**config.mk**
```make
export PLATFORM = sky130hd
export DESIGN_NAME = pram_sram_pattern_seq
export DESIGN_NICKNAME = d
export VERILOG_FILES = /design/src/rtl/pram_sram_pattern_seq.sv
export SDC_FILE = /design/constraint.sdc
export NUM_CORES = 1
export LEC_CHECK = 0
export CORE_MARGIN = 5
export CORE_UTILIZATION = 25
export CTS_BUF_LIST = sky130_fd_sc_hd__clkbuf_8
export DETAILED_ROUTE_END_ITERATION = 8
export GPL_ROUTABILITY_DRIVEN = 0
export RECOVER_POWER = 100
export SLEW_MARGIN = 0
export SYNTH_ARGS = -nofsm -noshare
export SYNTH_HDL_FRONTEND = slang
export SYNTH_SLANG_ARGS = --single-unit
```
**constraint.sdc**
```tcl
create_clock -name clk_i -period 7 [get_ports clk_i]
set_input_delay 1.05 -clock clk_i [delete_from_list [all_inputs] [get_ports clk_i]]
set_output_delay 1.05 -clock clk_i [all_outputs]
set_load 0.1 [all_outputs]
```
**src/rtl/pram_sram_pattern_seq.sv**
```systemverilog
// Pattern-ROM driven write-all / read-all / compare sequencer for a word-wide memory port.
// Each pass rotates the ROM index by one so every word sees a different pattern per pass.
//
// state  | meaning
// IDLE   | waiting for start after reset
// W_ROM  | load rom_addr for the word about to be written
// W_WAIT | ROM address register latency
// W_REQ  | latch ROM word into mem_wdata, then hold write request until ack
// R_ROM  | load rom_addr for the word about to be read
// R_WAIT | ROM address register latency
// R_REQ  | latch expected word, then hold read request until ack
// CHECK  | compare read word, update error status, advance word/pass
// DONE   | run finished, status valid until next start
module pram_sram_pattern_seq #(
    parameter int ADDR_WIDTH = 18,
    parameter int TEST_WORDS = 256,
    parameter int NUM_PASSES = 4
) (
    input  logic                  clk_i,
    input  logic                  reset_i,
    input  logic                  start_i,
    output logic                  busy_o,
    output logic                  done_o,
    output logic                  pass_o,
    output logic [5:0]            pass_num_o,
    output logic [5:0]            rom_addr_o,
    input  logic [15:0]           rom_data_i,
    output logic                  mem_req_o,
    output logic                  mem_we_o,
    output logic [ADDR_WIDTH-1:0] mem_addr_o,
    output logic [15:0]           mem_wdata_o,
    input  logic                  mem_ack_i,
    input  logic [15:0]           mem_rdata_i,
    output logic [15:0]           err_count_o,
    output logic [ADDR_WIDTH-1:0] first_err_addr_o,
    output logic [15:0]           first_err_exp_o,
    output logic [15:0]           first_err_act_o
);

    typedef enum logic [3:0] {
        IDLE, W_ROM, W_WAIT, W_REQ, R_ROM, R_WAIT, R_REQ, CHECK, DONE
    } state_t;

    localparam logic [ADDR_WIDTH-1:0] LAST_WORD = ADDR_WIDTH'(TEST_WORDS - 1);
    localparam logic [5:0]            LAST_PASS = 6'(NUM_PASSES - 1);

    state_t                  state_q;
    logic                    busy_q, done_q, pass_q;
    logic [5:0]              pass_num_q, rom_addr_q;
    logic [ADDR_WIDTH-1:0]   word_q;
    logic                    mem_req_q, mem_we_q;
    logic [ADDR_WIDTH-1:0]   mem_addr_q;
    logic [15:0]             mem_wdata_q;
    logic [15:0]             exp_q, act_q;
    logic [15:0]             err_count_q;
    logic [ADDR_WIDTH-1:0]   first_err_addr_q;
    logic [15:0]             first_err_exp_q, first_err_act_q;

    logic [5:0]              rom_idx_d;
    logic                    mismatch_d;
    logic [15:0]             err_count_d;

    always_comb begin
        rom_idx_d   = word_q[5:0] + pass_num_q;
        mismatch_d  = (act_q != exp_q);
        err_count_d = err_count_q;
        if (mismatch_d && (err_count_q != 16'hFFFF)) begin
            err_count_d = err_count_q + 16'd1;
        end
    end

    always_ff @(posedge clk_i) begin
        if (reset_i) begin
            state_q          <= IDLE;
            busy_q           <= 1'b0;
            done_q           <= 1'b0;
            pass_q           <= 1'b0;
            pass_num_q       <= '0;
            rom_addr_q       <= '0;
            word_q           <= '0;
            mem_req_q        <= 1'b0;
            mem_we_q         <= 1'b0;
            mem_addr_q       <= '0;
            mem_wdata_q      <= '0;
            exp_q            <= '0;
            act_q            <= '0;
            err_count_q      <= '0;
            first_err_addr_q <= '0;
            first_err_exp_q  <= '0;
            first_err_act_q  <= '0;
        end else begin
            case (state_q)
                IDLE, DONE: begin
                    if (start_i) begin
                        busy_q           <= 1'b1;
                        done_q           <= 1'b0;
                        pass_q           <= 1'b0;
                        pass_num_q       <= '0;
                        word_q           <= '0;
                        err_count_q      <= '0;
                        first_err_addr_q <= '0;
                        first_err_exp_q  <= '0;
                        first_err_act_q  <= '0;
                        state_q          <= W_ROM;
                    end
                end
                W_ROM: begin
                    rom_addr_q <= rom_idx_d;
                    state_q    <= W_WAIT;
                end
                W_WAIT: state_q <= W_REQ;
                W_REQ: begin
                    // First cycle: the ROM word is valid now, so latch it before raising the request.
                    if (!mem_req_q) begin
                        mem_req_q   <= 1'b1;
                        mem_we_q    <= 1'b1;
                        mem_addr_q  <= word_q;
                        mem_wdata_q <= rom_data_i;
                    end else if (mem_ack_i) begin
                        mem_req_q <= 1'b0;
                        if (word_q == LAST_WORD) begin
                            word_q  <= '0;
                            state_q <= R_ROM;
                        end else begin
                            word_q  <= word_q + 1'b1;
                            state_q <= W_ROM;
                        end
                    end
                end
                R_ROM: begin
                    rom_addr_q <= rom_idx_d;
                    state_q    <= R_WAIT;
                end
                R_WAIT: state_q <= R_REQ;
                R_REQ: begin
                    if (!mem_req_q) begin
                        mem_req_q  <= 1'b1;
                        mem_we_q   <= 1'b0;
                        mem_addr_q <= word_q;
                        exp_q      <= rom_data_i;
                    end else if (mem_ack_i) begin
                        mem_req_q <= 1'b0;
                        act_q     <= mem_rdata_i;
                        state_q   <= CHECK;
                    end
                end
                CHECK: begin
                    err_count_q <= err_count_d;
                    if (mismatch_d && (err_count_q == 16'd0)) begin
                        first_err_addr_q <= word_q;
                        first_err_exp_q  <= exp_q;
                        first_err_act_q  <= act_q;
                    end
                    if (word_q != LAST_WORD) begin
                        word_q  <= word_q + 1'b1;
                        state_q <= R_ROM;
                    end else if (pass_num_q != LAST_PASS) begin
                        pass_num_q <= pass_num_q + 6'd1;
                        word_q     <= '0;
                        state_q    <= W_ROM;
                    end else begin
                        busy_q  <= 1'b0;
                        done_q  <= 1'b1;
                        pass_q  <= (err_count_d == 16'd0);
                        state_q <= DONE;
                    end
                end
                default: state_q <= IDLE;
            endcase
        end
    end

    assign busy_o           = busy_q;
    assign done_o           = done_q;
    assign pass_o           = pass_q;
    assign pass_num_o       = pass_num_q;
    assign rom_addr_o       = rom_addr_q;
    assign mem_req_o        = mem_req_q;
    assign mem_we_o         = mem_we_q;
    assign mem_addr_o       = mem_addr_q;
    assign mem_wdata_o      = mem_wdata_q;
    assign err_count_o      = err_count_q;
    assign first_err_addr_o = first_err_addr_q;
    assign first_err_exp_o  = first_err_exp_q;
    assign first_err_act_o  = first_err_act_q;

endmodule

```
==> run_results.csv <==
group,metric,value,unit
place,pre_cts_ws,3.76,ns
critical_path,worst_setup_path_start_kind,"input pin",
global_route,grt_pass1_vias,6444,
place,dp_hpwl,16.1,mm
critical_path,cp.required,7.17,ns
sta,fin_crit,4.47,ns
critical_path,critPathKind,"input pin to flop",
critical_path,cpPeakStageDelay,2.76,ns
sta,worst_clock_skew,0.0164,ns
global_route,grt_use_total,13.8,%
cells_and_area,drive_gt1_share,4.28,%
sta,slew_violations,135,
global_route,grt_overflow_total,0,
routing,wl_per_cell,16.2,um
sta,finalCritPeriodShare,63.9,%
critical_path,critical_path_arrival,4.65,ns
global_route,grt_pass1_wl,37.1,mm
clock_tree,cts_setup_buffers,0,
clock_tree,cts_root_buffer,"clkbuf_8",
routing,drt_iter0_drc,586,
yosys,synthArstFlopShare,0,%
worst_hold_path,hold_class,"flop to flop",
clock_tree,cts_resized,0,
sta,rsz0062_at_grt,"false",
critical_path,path_cells,"buf_4 > clkbuf_1 > nor3_1",
clock_tree,htreeDepth,4,
pwr,pwr-share-seq,54.0,%
clock_tree,clock_sink_count,171,
pwr,p_leak,3.42,nW
clock_tree,path_clk_slew,0.09,ns
cells_and_area,layout_commonest_cell,"nand2_1",
sta,maxSlewHeadroom,-157,%
critical_path,critPathBufInv,2,
yosys,synth.distinct_cells,52,
pwr,power.density,190,mW/mm^2
routing,viasPerCell,4.73,
worst_hold_path,hp-start,"first_err_exp_o[4]",
yosys,ys.flop_type,"dfxtp_1",
critical_path,crit_family,"buffers and inverters",
floorplan,die-area,0.0335,sq mm
cells_and_area,antenna_cells,0,
global_route,grt_max_degree,84,
pwr,clkPwrFrac,36.9,%
clock_tree,holdBufCountCts,0,
sta,finalSetupViolCount,0,
pwr,p_sw,517,uW
pwr,irDropWorstVdd,0.0000804,V
cells_and_area,num-nets-final,1086,
pwr,power_frac_comb,9.0,%
clock_tree,clock_path_buffers,2,
floorplan,die_w,183,um
clock_tree,cts_buffers,17,
routing,drcViolationCount,0,
yosys,syn_inst,933,
cells_and_area,area_growth,28.5,%
run_status,violations,"max-capacitance violations, max-slew violations",
yosys,avgSynthCellArea,8.02,sq um
run,drv_cap,2,
cells_and_area,final_cell_mix,"177 x nand2_1, 171 x dfxtp_1, 126 x a21oi_1",
sta,setup_ws,2.53,ns
yosys,yosys_warnings,0,
critical_path,timing.rr.start,"state_q[1]",
floorplan,num_rows,63,
critical_path,slowest_stage,"clkbuf_1",
critical_path,r2r_cells,6,
floorplan,die-height,183,um
floorplan,io_pins,153,
global_route,antenna_found_initial,0,
sta,tns,0,ns
worst_hold_path,worstHoldEndpoint,"first_err_exp_o[4]",
routing,wl,23.3,mm
critical_path,rrSetupSlack,3.18,ns
place,io_buffers,152,
critical_path,cp_max_fo,83,
yosys,ys_seq_area_share,45.8,%
sta,worst_pin_slew,3.86,ns
clock_tree,cts_tree,"yes",
yosys,synth-seq-cells,171,
worst_hold_path,min_delay_path_depth,2,
pwr,power.internal,1.31,mW
critical_path,worstSetupEndpointType,"flop",
clock_tree,clk_latency,0.45,ns
critical_path,rr_endpoint,"first_err_act_o[8]",
sta,finalHoldViolCount,0,
floorplan,start_util,25.3,%
routing,drt_pre_antenna_iters,5,
routing,vias,6818,
yosys,synth_area,0.00748,sq mm
routing,postRouteAntennaNets,0,
yosys,synth_edf_count,0,
pwr,swShare,28.3,%
sta,max_clock_freq,224,MHz
yosys,syn_nets,979,
run_status,status,"finished, violations left",
floorplan,core_area,0.0296,sq mm
-- sequential cells by signal (all words and copies together) (netlist names), 16 cells and up --
signal	count
err_count_o	16
first_err_exp_o	16
word_q	18
first_err_addr_o	18
mem_addr_o	18
act_q	16
mem_wdata_o	16
exp_q	16
first_err_act_o	16
-- Yosys cell counts (all sizes together) (15+ instances only) --
cell type,count,area (sq um)
nand3,69,345
nand4,15,93.8
mux2i,24,240
buf,23,108
o21ai,17,85.1
xnor2,34,298
dfxtp,171,3420
nand2,177,664
nor2,83,312
nor3,16,90.1
clkbuf,49,184
xor2,15,131
a21oi,126,631
-- how the worst max path moves through the flow --
stage	startpoint	end	slack (ns)	depth (start not counted)
after detailed placement	start_i	word_q[2]	3.76	7
after CTS	err_count_o[12]	err_count_o[12]	3.62	1
after global placement	mem_ack_i	word_q[12]	3.81	7
after floorplan	err_count_o[0]	pass_o	3.96	8
final	reset_i	err_count_o[11]	2.53	3
after global routing	reset_i	err_count_o[11]	2.12	3
-- final cells by class --
cell class                      count  area [sq um]
Timing Repair Buffer              160          1570
Clock inverter                     13           119
Fill cell                        3148         19900
Multi-Input combinational cell    678          3720
Inverter                           12          45.0
Sequential cell                   171          3420
Tap cell                          390           488
Clock buffer                       18           248
-- routing by layer --
| metal | wire [um] | vias to the layer above | track usage (%) | share of wire [%] |
|---|---|---|---|---|
| met1 | 10900 | 3212 | 19.2 | 47 |
| met2 | 10800 | 193 | 21.4 | 46 |
| li1 | - | 3398 | - | - |
| met5 | 0 | - | 0 | 0 |
| met4 | 194 | 0 | 3.04 | 0.83 |
| met3 | 1450 | 15 | 3.89 | 6.2 |
-- logic make-up (layout without fill, tap and decap cells) --
| kind of cell | count (synthesis) | after routing | share of synthesized area (%) |
|---|---|---|---|
| buf+inv | 84 | 203 | 4.50 |
| simple gates | 422 | 422 | 26.3 |
| fa+ha+maj | 10 | 10 | 1.77 |
| xor+xnor | 49 | 49 | 5.74 |
| compound gates | 173 | 173 | 12.7 |
| mux | 24 | 24 | 3.21 |
| flops | 171 | 171 | 45.8 |
-- power groups by stage --
stage | clock (mW) | sequential (mW) | combinational [mW]
3_3_place_gp | 0 | 1.01 | 0.171
4_1_cts | 0.704 | 0.990 | 0.170
5_1_grt | 0.741 | 0.991 | 0.178
6_report | 0.676 | 0.989 | 0.165
2_1_floorplan | 0 | 1.05 | 0.0756
3_5_place_dp | 0 | 1.01 | 0.170
-- stage by stage --
step	util, %	cell area, sq um	total power [mW]	instances	hold WS (ns)
2_1_floorplan	-	7480	1.12	933	0.462
3_3_place_gp	31.4	9270	1.18	1411	0.440
3_5_place_dp	31.4	9270	1.18	1411	0.444
4_1_cts	32.6	9640	1.86	1442	0.457
5_1_grt	32.5	9620	1.91	1442	0.474
6_report	32.5	9620	1.83	1442	0.452
-- worst min-delay path: stages, from the launching register on --
cell and delay (ns):
dfxtp_1 0.31, nand2_1 0.05, a21oi_1 0.05
(Power assumes the default switching activity.)
